$ cat config.mk
export PLATFORM = sky130hd
export DESIGN_NAME = move_undo_sequencer_flat
export DESIGN_NICKNAME = d
export VERILOG_FILES = /design/src/rtl/cube_pkg.sv /design/src/rtl/move_undo_sequencer_if.sv /design/src/rtl/move_history_stack.sv /design/src/rtl/move_undo_sequencer.sv /design/src/flat_wrapper.sv
export SDC_FILE = /design/constraint.sdc
export NUM_CORES = 1
export LEC_CHECK = 0
export ABC_AREA = 1
export BUFFER_PORTS_ARGS = -buffer_cell sky130_fd_sc_hd__buf_2
export CORE_AREA = 2 2 152 154
export DETAILED_ROUTE_END_ITERATION = 10
export DIE_AREA = 0 0 154 156
export GPL_TIMING_DRIVEN = 0
export PLACE_DENSITY_LB_ADDON = 0.3
export SLEW_MARGIN = 15
export SYNTH_ARGS = -nofsm -noshare
export SYNTH_HDL_FRONTEND = slang
export SYNTH_HIERARCHICAL = 1
export SYNTH_SLANG_ARGS = --single-unit
$ cat constraint.sdc
create_clock -name clk -period 7 [get_ports clk]
set_clock_uncertainty 0.2 [all_clocks]
set_input_delay 0.7 -clock clk [delete_from_list [all_inputs] [get_ports clk]]
set_output_delay 0.7 -clock clk [all_outputs]
set_load 0.01 [all_outputs]
$ cat src/rtl/cube_pkg.sv
// Shared cube move definitions: face codes, the stored move record,
// the rotation inverse helper and the sequencer state encoding.
// The UNWIND state only exists when CUBE_UNDO_ALL_EN is defined.
package cube_pkg;

    localparam int FACE_W = 6;
    localparam int ROT_W  = 2;

    localparam logic [2:0] FACE_U = 3'd0;
    localparam logic [2:0] FACE_R = 3'd1;
    localparam logic [2:0] FACE_L = 3'd2;
    localparam logic [2:0] FACE_B = 3'd3;
    localparam logic [2:0] FACE_F = 3'd4;
    localparam logic [2:0] FACE_D = 3'd5;

    // One recorded move: only legal faces are ever stored, so 3 bits suffice
    typedef struct packed {
        logic [2:0]       face;
        logic [ROT_W-1:0] rot;
    } move_t;

`ifdef CUBE_UNDO_ALL_EN
    typedef enum logic {ST_IDLE = 1'b0, ST_UNWIND = 1'b1} seq_state_t;
`else
    typedef enum logic {ST_IDLE = 1'b0} seq_state_t;
`endif

    // Quarter turns that cancel rot: (4 - rot) mod 4, i.e. 1<->3, 2<->2
    function automatic logic [ROT_W-1:0] inv_rot(input logic [ROT_W-1:0] rot);
        return 2'd0 - rot;
    endfunction

endpackage

$ cat src/rtl/move_undo_sequencer_if.sv
// Handshake and status bundle between a move source and move_undo_sequencer.
// The undo_all_req wire only exists when CUBE_UNDO_ALL_EN is defined.
interface move_undo_sequencer_if #(
    parameter int DEPTH = 64,
    parameter int PTR_W = $clog2(DEPTH)
);
    import cube_pkg::*;

    logic                  move_valid;
    logic                  move_ready;
    logic [FACE_W-1:0]     move_face;
    logic [ROT_W-1:0]      move_rot;
    logic                  undo_req;
`ifdef CUBE_UNDO_ALL_EN
    logic                  undo_all_req;
`endif
    logic                  out_valid;
    logic [FACE_W-1:0]     out_face;
    logic [ROT_W-1:0]      out_rot;
    logic [PTR_W:0]        depth;
    logic                  full;
    logic                  empty;
    logic                  undo_err;
    logic                  busy;

    modport master (
        output move_valid, move_face, move_rot, undo_req,
`ifdef CUBE_UNDO_ALL_EN
        output undo_all_req,
`endif
        input  move_ready, out_valid, out_face, out_rot, depth,
        input  full, empty, undo_err, busy
    );

    modport slave (
        input  move_valid, move_face, move_rot, undo_req,
`ifdef CUBE_UNDO_ALL_EN
        input  undo_all_req,
`endif
        output move_ready, out_valid, out_face, out_rot, depth,
        output full, empty, undo_err, busy
    );

endinterface

$ cat src/rtl/move_history_stack.sv
// LIFO of recorded moves. Only the occupancy counter is reset; the
// storage array keeps whatever it held, since it is only read below count.
module move_history_stack
    import cube_pkg::*;
#(
    parameter int DEPTH = 64,
    parameter int PTR_W = $clog2(DEPTH)
) (
    input  logic           clk,
    input  logic           reset,
    input  logic           push,
    input  logic           pop,
    input  move_t          push_data,
    output move_t          top_data,
    output logic [PTR_W:0] count
);

    localparam logic [PTR_W:0]   CNT_ONE = 1;
    localparam logic [PTR_W-1:0] IDX_ONE = 1;

    move_t            mem [DEPTH];
    logic [PTR_W:0]   count_q, count_d;
    logic [PTR_W-1:0] wr_idx, top_idx;

    assign wr_idx   = count_q[PTR_W-1:0];
    assign top_idx  = wr_idx - IDX_ONE;
    assign top_data = mem[top_idx];
    assign count    = count_q;

    // Next occupancy: the controller never pushes and pops in one cycle
    always_comb begin
        count_d = count_q;
        if (push) begin
            count_d = count_q + CNT_ONE;
        end else if (pop) begin
            count_d = count_q - CNT_ONE;
        end
    end

    // Occupancy register
    always_ff @(posedge clk or posedge reset) begin
        if (reset) begin
            count_q <= '0;
        end else begin
            count_q <= count_d;
        end
    end

    // Storage write at the slot just above the current top
    always_ff @(posedge clk) begin
        if (push) begin
            mem[wr_idx] <= push_data;
        end
    end

endmodule

$ cat src/rtl/move_undo_sequencer.sv
// Reversible move front-end for the cube applier: records forward moves on a
// LIFO and emits either the move itself or the inverse of the latest one.
// Defining CUBE_UNDO_ALL_EN adds undo_all_req and the UNWIND state.
module move_undo_sequencer
    import cube_pkg::*;
#(
    parameter int DEPTH = 64,
    parameter int PTR_W = $clog2(DEPTH)
) (
    input logic                  clk,
    input logic                  reset,
    move_undo_sequencer_if.slave bus
);

    localparam logic [PTR_W:0]      FULL_CNT = (PTR_W + 1)'(DEPTH);
    localparam logic [PTR_W:0]      CNT_ONE  = 1;
    localparam logic [FACE_W-1:0]   MAX_FACE = {3'b000, FACE_D};

    seq_state_t        state_q, state_d;
    logic              push, pop;
    move_t             push_data, top_data;
    logic [PTR_W:0]    count;
    logic              full, empty, in_idle;
    logic              fwd_fire, fwd_legal, fwd_push;
    logic              out_valid_q, out_valid_d;
    logic [FACE_W-1:0] out_face_q, out_face_d;
    logic [ROT_W-1:0]  out_rot_q, out_rot_d;
    logic              undo_err_q, undo_err_d;

    move_history_stack #(.DEPTH(DEPTH), .PTR_W(PTR_W)) u_stack (
        .clk       (clk),
        .reset     (reset),
        .push      (push),
        .pop       (pop),
        .push_data (push_data),
        .top_data  (top_data),
        .count     (count)
    );

    assign full      = (count == FULL_CNT);
    assign empty     = (count == '0);
    assign in_idle   = (state_q == ST_IDLE);
    assign fwd_fire  = bus.move_valid && bus.move_ready;
    assign fwd_legal = (bus.move_face <= MAX_FACE) && (bus.move_rot != '0);
    assign fwd_push  = fwd_fire && fwd_legal;
    assign push_data = '{face: bus.move_face[2:0], rot: bus.move_rot};

    assign bus.move_ready = !full && in_idle && !bus.undo_req;
    assign bus.out_valid  = out_valid_q;
    assign bus.out_face   = out_face_q;
    assign bus.out_rot    = out_rot_q;
    assign bus.depth      = count;
    assign bus.full       = full;
    assign bus.empty      = empty;
    assign bus.undo_err   = undo_err_q;
`ifdef CUBE_UNDO_ALL_EN
    assign bus.busy       = (state_q == ST_UNWIND);
`else
    assign bus.busy       = 1'b0;
`endif

    // Controller state register
    always_ff @(posedge clk or posedge reset) begin
        if (reset) begin
            state_q <= ST_IDLE;
        end else begin
            state_q <= state_d;
        end
    end

    // Next state: a forward move arriving alongside undo_all is recorded
    // first and then unwound with the rest
    always_comb begin
        state_d = state_q;
`ifdef CUBE_UNDO_ALL_EN
        case (state_q)
            ST_IDLE: begin
                if (!bus.undo_req && bus.undo_all_req && (!empty || fwd_push)) begin
                    state_d = ST_UNWIND;
                end
            end
            ST_UNWIND: begin
                if (count == CNT_ONE) begin
                    state_d = ST_IDLE;
                end
            end
            default: state_d = ST_IDLE;
        endcase
`endif
    end

    // Stack control and next output move; single undo beats a forward move
    always_comb begin
        push        = 1'b0;
        pop         = 1'b0;
        out_valid_d = 1'b0;
        out_face_d  = '0;
        out_rot_d   = '0;
        undo_err_d  = 1'b0;
        if (in_idle) begin
            if (bus.undo_req) begin
                if (empty) begin
                    undo_err_d = 1'b1;
                end else begin
                    pop         = 1'b1;
                    out_valid_d = 1'b1;
                    out_face_d  = {3'b000, top_data.face};
                    out_rot_d   = inv_rot(top_data.rot);
                end
            end else begin
                if (fwd_push) begin
                    push        = 1'b1;
                    out_valid_d = 1'b1;
                    out_face_d  = bus.move_face;
                    out_rot_d   = bus.move_rot;
                end
`ifdef CUBE_UNDO_ALL_EN
                if (bus.undo_all_req && empty && !fwd_push) begin
                    undo_err_d = 1'b1;
                end
`endif
            end
        end
`ifdef CUBE_UNDO_ALL_EN
        else begin
            pop         = 1'b1;
            out_valid_d = 1'b1;
            out_face_d  = {3'b000, top_data.face};
            out_rot_d   = inv_rot(top_data.rot);
        end
`endif
    end

    // Output register feeding the applier
    always_ff @(posedge clk or posedge reset) begin
        if (reset) begin
            out_valid_q <= 1'b0;
            out_face_q  <= '0;
            out_rot_q   <= '0;
            undo_err_q  <= 1'b0;
        end else begin
            out_valid_q <= out_valid_d;
            out_face_q  <= out_face_d;
            out_rot_q   <= out_rot_d;
            undo_err_q  <= undo_err_d;
        end
    end

endmodule

$ cat src/flat_wrapper.sv
// flat-port wrapper written by rule: the top's interface ports become plain ports
module move_undo_sequencer_flat import cube_pkg::*;
#(
    parameter int DEPTH = 64,
    parameter int PTR_W = $clog2(DEPTH)
)
  (clk, reset, bus_move_valid, bus_move_face, bus_move_rot, bus_undo_req, bus_move_ready, bus_out_valid, bus_out_face, bus_out_rot, bus_depth, bus_full, bus_empty, bus_undo_err, bus_busy);
  move_undo_sequencer_if #(.DEPTH(DEPTH), .PTR_W(PTR_W)) bus_i ();
  input logic clk;
  input logic reset;
  input wire logic [$bits(bus_i.move_valid)-1:0] bus_move_valid;
  input wire logic [$bits(bus_i.move_face)-1:0] bus_move_face;
  input wire logic [$bits(bus_i.move_rot)-1:0] bus_move_rot;
  input wire logic [$bits(bus_i.undo_req)-1:0] bus_undo_req;
  output wire logic [$bits(bus_i.move_ready)-1:0] bus_move_ready;
  output wire logic [$bits(bus_i.out_valid)-1:0] bus_out_valid;
  output wire logic [$bits(bus_i.out_face)-1:0] bus_out_face;
  output wire logic [$bits(bus_i.out_rot)-1:0] bus_out_rot;
  output wire logic [$bits(bus_i.depth)-1:0] bus_depth;
  output wire logic [$bits(bus_i.full)-1:0] bus_full;
  output wire logic [$bits(bus_i.empty)-1:0] bus_empty;
  output wire logic [$bits(bus_i.undo_err)-1:0] bus_undo_err;
  output wire logic [$bits(bus_i.busy)-1:0] bus_busy;
  assign bus_i.move_valid = bus_move_valid;
  assign bus_i.move_face = bus_move_face;
  assign bus_i.move_rot = bus_move_rot;
  assign bus_i.undo_req = bus_undo_req;
  assign bus_move_ready = bus_i.move_ready;
  assign bus_out_valid = bus_i.out_valid;
  assign bus_out_face = bus_i.out_face;
  assign bus_out_rot = bus_i.out_rot;
  assign bus_depth = bus_i.depth;
  assign bus_full = bus_i.full;
  assign bus_empty = bus_i.empty;
  assign bus_undo_err = bus_i.undo_err;
  assign bus_busy = bus_i.busy;
  move_undo_sequencer #(.DEPTH(DEPTH), .PTR_W(PTR_W)) u_core (.clk(clk), .reset(reset), .bus(bus_i));
endmodule
==> results_dict.tcl, run 1 <==
set metrics [dict create \
    synth_top_flop_cell "edfxtp_1" \
    first_global_vias 10630 \
    syn_inst 1458 \
    powerDensity_nw_per_um2 463.7 \
    io_pins 33 \
    cp_top_family "buffers and inverters" \
    hold_viol_final 0 \
    grt_max_degree 67 \
    critPathMaxStageDelay_ns 0.68 \
    wire_per_inst_um 21.70 \
    drtAntennaViolNets 0 \
    crit_chain "inv_2 > buf_2 > buf_2 > ha_1 > xnor2_1 > clkbuf_1 > nand3_1 > nand3_1 > nand3_1 > nand3_1 > nand2_1 > xor2_1 > nand3_1 > nand2_1" \
    grt_use_met3_pct 7.889 \
    crit_top_cell "nand3_1" \
    grt_overflow_total 0 \
    crit_fanout 10 \
    synth_top_area_share_pct 64.73 \
    post-place-ws_ns 2.925 \
    cts_buffer_depth 3 \
    synth_seq_cells 337 \
    hold_class "input pin to register" \
    async_flop_share_pct 5.045 \
    yosys.area.top_type "edfxtp_1" \
    nFillCells 1493 \
    routed_via_density 6.053 \
    route.detailed.drc 0 \
    p_leak_nw 6.786 \
    diodes 0 \
    cp_data_required_time_ns 7.19 \
    end_kind "register" \
    die_y_um 156 \
    synth.cell_area_um2 14840 \
    setup_tns_ns 0 \
    path_clk_slew_ns 0.06 \
    syn_avg_cell_area_um2 10.18 \
    finalWorstSetupSlack_ns 2.720 \
    numCtsBuffers 35 \
    start_kind "register" \
    htree_levels 2 \
    cts_tree "yes" \
    routabilityCongestion 0.9861 \
    drtPass1Iterations 9 \
    cts.root.buffer_cell "clkbuf_16" \
    row_count 55 \
    layout_worst_path_cycle_share_pct 61.15 \
    met2_usage_pct 54.00 \
    synth_cell_types 29 \
    setup_viol 0 \
    relSlewSlack_pct 46.44 \
    grt_busiest_layer "met2" \
    grtUsageTotal_pct 33.74 \
    yosys_warnings 6 \
    start_util_pct 66.37 \
    core_area_um2 22370 \
    drv_cap 0 \
    antenna_found_initial 0 \
    synth_top_cells_by_area "edfxtp_1 (65%), nand2_1 (11%), nand3_1 (8.0%)" \
    io_buffers 30 \
    dieArea_um2 24020 \
    worstSetupPathType "register to register" \
    grt_pass1_wl_um 59730 \
    synth_edf_count 320 \
    crit_path_top_delay_cell "clkbuf_1" \
    drtIter0Drc 1848 \
    rsz0062_at_grt "false" \
    yosysSeqAreaShare_pct 67.60 \
    hpwl_um 25510 \
    tightest_slew_ns 0.8034 \
    crit_buf_inv 4 \
    syn_to_final_growth_pct 11.23 \
    clk_latency_ns 0.52 \
    drt_wl_total_um 39910 \
    peakVddDrop_v 0.0003086 \
    period_needed_ns 4.280 \
    drive_gt1_share_pct 9.138 \
    finalMaxSlewViolations 0 \
    grt_util_met1_pct 44.43 \
    die_w_um 154 \
    status "finished clean" \
    vias 11130 \
    cp.arrival_ns 4.47 \
    cts.sinks 337 \
    max_freq_ghz 0.2336 \
    final_nets 1548 \
]
==> through the flow <==
step | area, µm² | hold WS (ns) | power [W] | util [%] | cells
2_1_floorplan | 14860 | 0.3034 | 0.004458 | - | 1461
3_3_place_gp | 15360 | 0.3461 | 0.005561 | 68.69 | 1776
3_5_place_dp | 15370 | 0.3548 | 0.005644 | 68.73 | 1776
4_1_cts | 16510 | 0.2654 | 0.007491 | 73.81 | 1839
5_1_grt | 16510 | 0.2965 | 0.007938 | 73.82 | 1839
6_report | 16510 | 0.2767 | 0.007655 | 73.82 | 1839
==> cells by family (layout without fill, tap and decap cells) <==
logic type / count (synthesis) / after routing / synth area share, %
and+or+nand+nor: 819 / 819 / 23.15
other: 1 / 4 / 0.02526
adders and majority gates: 7 / 7 / 0.6406
buffers and inverters: 242 / 335 / 6.566
AOI/OAI and AO/OA: 43 / 43 / 1.483
DFF: 337 / 337 / 67.60
xor gates and xnor gates: 9 / 9 / 0.5310
==> cells in the mapped netlist (2+ instances only) <==
library cell	number
nor2_4	3
inv_1	165
nand4_1	3
nand2_2	4
buf_4	2
buf_2	47
a21oi_1	3
ha_1	6
nor3_1	6
xor2_1	7
edfxtp_1	320
xnor2_1	2
a31oi_1	2
buf_1	2
o21ai_1	3
nor2_1	126
o21ai_0	34
nand3_1	238
nand2_1	434
inv_2	6
clkbuf_1	20
dfrtp_1	17
nor2_2	2
==> layout make-up <==
class / instances / area (µm²) / share of cell area (%)
timing repair buffer: 31 / 172.7 / 1.046
tap: 285 / 356.6 / 2.160
multi-input combinational: 882 / 3846 / 23.29
clock buffer: 45 / 934.6 / 5.661
inverter: 171 / 641.9 / 3.888
clock inverter: 17 / 191.4 / 1.159
buffer: 71 / 332.8 / 2.016
sequential: 337 / 10030 / 60.78
==> repair_timing <==
| action | CTS | global route |
|---|---|---|
| setup endpoints to repair | 0 | 0 |
| resized for setup | 0 | 0 |
| hold buffers | 1 | 0 |
| setup buffers | 0 | 0 |
| hold endpoints to repair | 17 | 0 |
==> sequential cells by signal (all words and copies together) (netlist names) <==
register / cells
u_core/bus.out_valid: 1
u_core/u_stack/count: 7
u_core/bus.undo_err: 1
u_core/bus.out_rot: 2
u_core/bus.out_face: 6
u_core/u_stack/mem: 320
==> metal layers <==
metal  vias to the layer above  share of wire, %
met1                      5213                36
li1                       4955                 -
met2                       778                46
met3                       185                13
met4                         0               5.1
met5                         -                 0
==> layout by cell type, fill, tap and decap left out, types with 7 or more instances in the layout <==
cell type and count:
nand2_1 434, edfxtp_1 320, nand3_1 238, inv_1 165, nor2_1 126, buf_2 72, clkbuf_16 36, o21ai_0 34
clkbuf_1 29, dfrtp_1 17, clkinv_1 7, buf_4 7, xor2_1 7
==> worst min-delay path, delay by kind of cell <==
kind,cells,cell delay [ns]
buf+inv,2,0.22
simple gates,1,0.04
==> where the power goes <==
part | switching, W | internal, W | leakage [nW]
sequential | 0.0000592 | 0.00224 | 3.08
combinational | 0.00256 | 0.000961 | 3.15
clock | 0.000739 | 0.00109 | 0.549
==> worst paths after layout <==
| check | from | to | slack [ns] | cells after the start |
|---|---|---|---|---|
| min in group asynchronous | reset | u_core/u_stack/count[3]$_DFFE_PP0P_ | 0.49 | 3 |
| worst min register to register | u_core/u_stack/count[6]$_DFFE_PP0P_ | u_core/u_stack/count[6]$_DFFE_PP0P_ | 0.36 | 1 |
| max in group asynchronous | reset | u_core/bus.out_face[5]$_DFF_PP0_ | 5.81 | 3 |
| worst max-delay path | u_core/u_stack/count[0]$_DFFE_PP0P_ | u_core/bus.out_rot[1]$_DFF_PP0_ | 2.72 | 14 |
| worst max register to register | u_core/u_stack/count[0]$_DFFE_PP0P_ | u_core/bus.out_rot[1]$_DFF_PP0_ | 2.72 | 14 |
| worst min-delay path | bus_undo_req | u_core/bus.undo_err$_DFF_PP0_ | 0.28 | 3 |
Power figures use the tool's default switching activity.
==> run 2, diff against run 1 <==
--- a/config.mk
+++ b/config.mk
@@ -5,7 +5,7 @@
 export SDC_FILE = /design/constraint.sdc
 export NUM_CORES = 1
 export LEC_CHECK = 0
-export ABC_AREA = 1
+export ABC_AREA = 0
 export BUFFER_PORTS_ARGS = -buffer_cell sky130_fd_sc_hd__buf_2
 export CORE_AREA = 2 2 152 154
 export DETAILED_ROUTE_END_ITERATION = 10
==> constraint.sdc (replaced) <==
create_clock -name clk -period 4.3 [get_ports clk]
set_clock_uncertainty 0.2 [all_clocks]
set_input_delay 0.43 -clock clk [delete_from_list [all_inputs] [get_ports clk]]
set_output_delay 0.43 -clock clk [all_outputs]
set_load 0.01 [all_outputs]
==> results_dict.tcl, run 2 <==
set metrics [dict create \
    hold_viol_final 0 \
    synth_top_area_share_pct 70.28 \
    synth_cell_types 50 \
    finalMaxSlewViolations 0 \
    io_pins 33 \
    path_clk_slew_ns 0.06 \
    row_count 55 \
    synth_seq_cells 337 \
    antenna_found_initial 0 \
    final_nets 844 \
    relSlewSlack_pct 39.07 \
    hold_class "input pin to asynchronous set/reset pin" \
    status "finished clean" \
    diodes 0 \
    power_w 0.01044 \
    largest_reg_flops 320 \
    yosysSeqAreaShare_pct 73.40 \
    htree_levels 2 \
    drtIter0Drc 828 \
    io_buffers 31 \
    first_global_vias 7345 \
    synthTopCellsByCount "edfxtp_1 (320), nand2_1 (85), mux4_2 (80)" \
    grtUsageTotal_pct 24.89 \
    crit_chain "buf_4 > buf_2 > inv_1 > ha_1 > buf_2 > clkbuf_1 > mux4_2 > nand2_1 > nand3_1 > nand4_1 > o21ai_1 > xor2_1 > a32o_1" \
    max_freq_ghz 0.2430 \
    syn_to_final_growth_pct 11.40 \
    final_cell_mix "edfxtp_1 (320), nand2_1 (85), mux4_2 (80)" \
    synth_top_cells_by_area "edfxtp_1 (70%), mux4_2 (13%), dfrtp_1 (3.1%)" \
    cts_buffer_depth 3 \
    cp_data_required_time_ns 4.49 \
    vias 7291 \
    routabilityCongestion 0.9651 \
    wire_per_inst_um 25.65 \
    yosysMostFrequentCell "edfxtp_1" \
    cts.root.buffer_cell "clkbuf_16" \
    cp.arrival_ns 4.31 \
    clk_latency_ns 0.51 \
    routed_via_density 6.447 \
    p_leak_nw 4.968 \
    syn_avg_cell_area_um2 18.16 \
    dieArea_um2 24020 \
    grt_pass1_wl_um 44040 \
    crit_fanout 10 \
    core_area_um2 22370 \
    crit_path_top_delay_cell "clkbuf_1" \
    route.detailed.drc 0 \
    peakVddDrop_v 0.0004348 \
    crit_top_cell "buf_2" \
    start_util_pct 61.13 \
    syn_inst 753 \
    yosys.area.top_type "edfxtp_1" \
    drtAntennaViolNets 0 \
    hpwl_um 19000 \
    cts_setup_buffers 0 \
    drt_wl_total_um 29010 \
    final_common_cell "edfxtp_1" \
    drv_cap 0 \
    setup_tns_ns 0 \
    cts_tree "yes" \
    cts.sinks 337 \
    tightest_slew_ns 0.9069 \
    die_w_um 154 \
    synth.cell_area_um2 13670 \
    regMostFlops "u_core/u_stack/mem" \
    rsz0062_at_grt "false" \
    setup_viol 0 \
    yosys_warnings 6 \
    drive_gt1_share_pct 22.81 \
    powerDensity_nw_per_um2 685.5 \
    worstSetupPathType "register to register" \
    utilization_pct 68.10 \
    end_kind "register" \
    async_flop_share_pct 5.045 \
    critPathMaxStageDelay_ns 0.61 \
    synth_top_flop_cell "edfxtp_1" \
    grt_overflow_total 0 \
    numCtsBuffers 34 \
    drtPass1Iterations 8 \
    grt_max_degree 67 \
    die_y_um 156 \
    synth_edf_count 320 \
    period_needed_ns 4.115 \
    layout_worst_path_cycle_share_pct 95.69 \
    start_kind "register" \
]
## run 2: path summary, 6_finish.rpt
kind | from | end | slack, ns | cells after the start
max | u_core/u_stack/count[0]$_DFFE_PP0P_ | u_core/bus.out_rot[1]$_DFF_PP0_ | 0.19 | 13
min | reset | u_core/u_stack/count[2]$_DFFE_PP0P_ | 0.21 | 3
max reg2reg | u_core/u_stack/count[0]$_DFFE_PP0P_ | u_core/bus.out_rot[1]$_DFF_PP0_ | 0.19 | 13
min reg2reg | u_core/u_stack/count[6]$_DFFE_PP0P_ | u_core/u_stack/count[6]$_DFFE_PP0P_ | 0.34 | 1
max in group asynchronous | reset | u_core/bus.out_face[0]$_DFF_PP0_ | 3.40 | 3
min in group clk | bus_move_face[5] | u_core/bus.out_valid$_DFF_PP0_ | 0.22 | 4
## run 2: critical path, delay by kind of cell, from the launching register on
family                   cells  cell delay [ns]
AO/OA/AOI/OAI                2             0.33
multiplexers                 1             0.42
XOR/XNOR                     1             0.20
adder cells (fa/ha/maj)      1             0.28
buffers and inverters        5             1.54
AND/OR/NAND/NOR              3             0.41
flip-flops                   1             0.59
## run 2: cells by family after synthesis
group           share of synthesized area [%]
flops                                   73.40
simple gates                            7.239
mux                                     13.78
buf+inv                                 1.803
compound gates                          2.352
xor+xnor                               0.7047
fa+ha+maj                              0.6955
other cells                           0.02743
## run 2: through the flow
step	hold WS, ns	instance area (µm²)	worst slack, ns	cells
2_1_floorplan	0.03340	13680	0.6767	756
3_3_place_gp	0.1789	14190	-0.1646	1072
3_5_place_dp	0.1997	14190	-0.3037	1072
4_1_cts	0.2050	15210	0.1935	1131
5_1_grt	0.2093	15230	0.02846	1131
6_report	0.2128	15230	0.1853	1131
## run 2: final cells by class
| class | instances | area (µm²) |
|---|---|---|
| clock buffer | 40 | 894.6 |
| fill | 1379 | 7134 |
| sequential | 337 | 10030 |
| multi-input combinational | 371 | 3410 |
| tap | 285 | 356.6 |
| inverter | 9 | 33.78 |
| buffer | 39 | 212.7 |
| timing repair buffer | 33 | 187.7 |
| clock inverter | 17 | 101.3 |
## run 2: power breakdown
| part | internal (W) | leakage, nW | switching [W] | total (W) |
|---|---|---|---|---|
| clock | 0.00149 | 0.488 | 0.00116 | 0.00266 |
| sequential | 0.00365 | 3.08 | 0.0000732 | 0.00373 |
| combinational | 0.00166 | 1.40 | 0.00240 | 0.00406 |
## run 2: what timing repair did
item / in CTS / in global routing
hold buffers: 2 / 0
endpoints found under the hold margin: 18 / 0
gates resized for setup: 0 / 1
setup endpoints to repair: 0 / 1
## run 2: layer usage
layer  global-route usage [%]  share of wire, %
met1                    34.23                39
met2                    41.08                50
met3                    4.306               7.9
met4                    8.856               3.1
met5                        0                 0
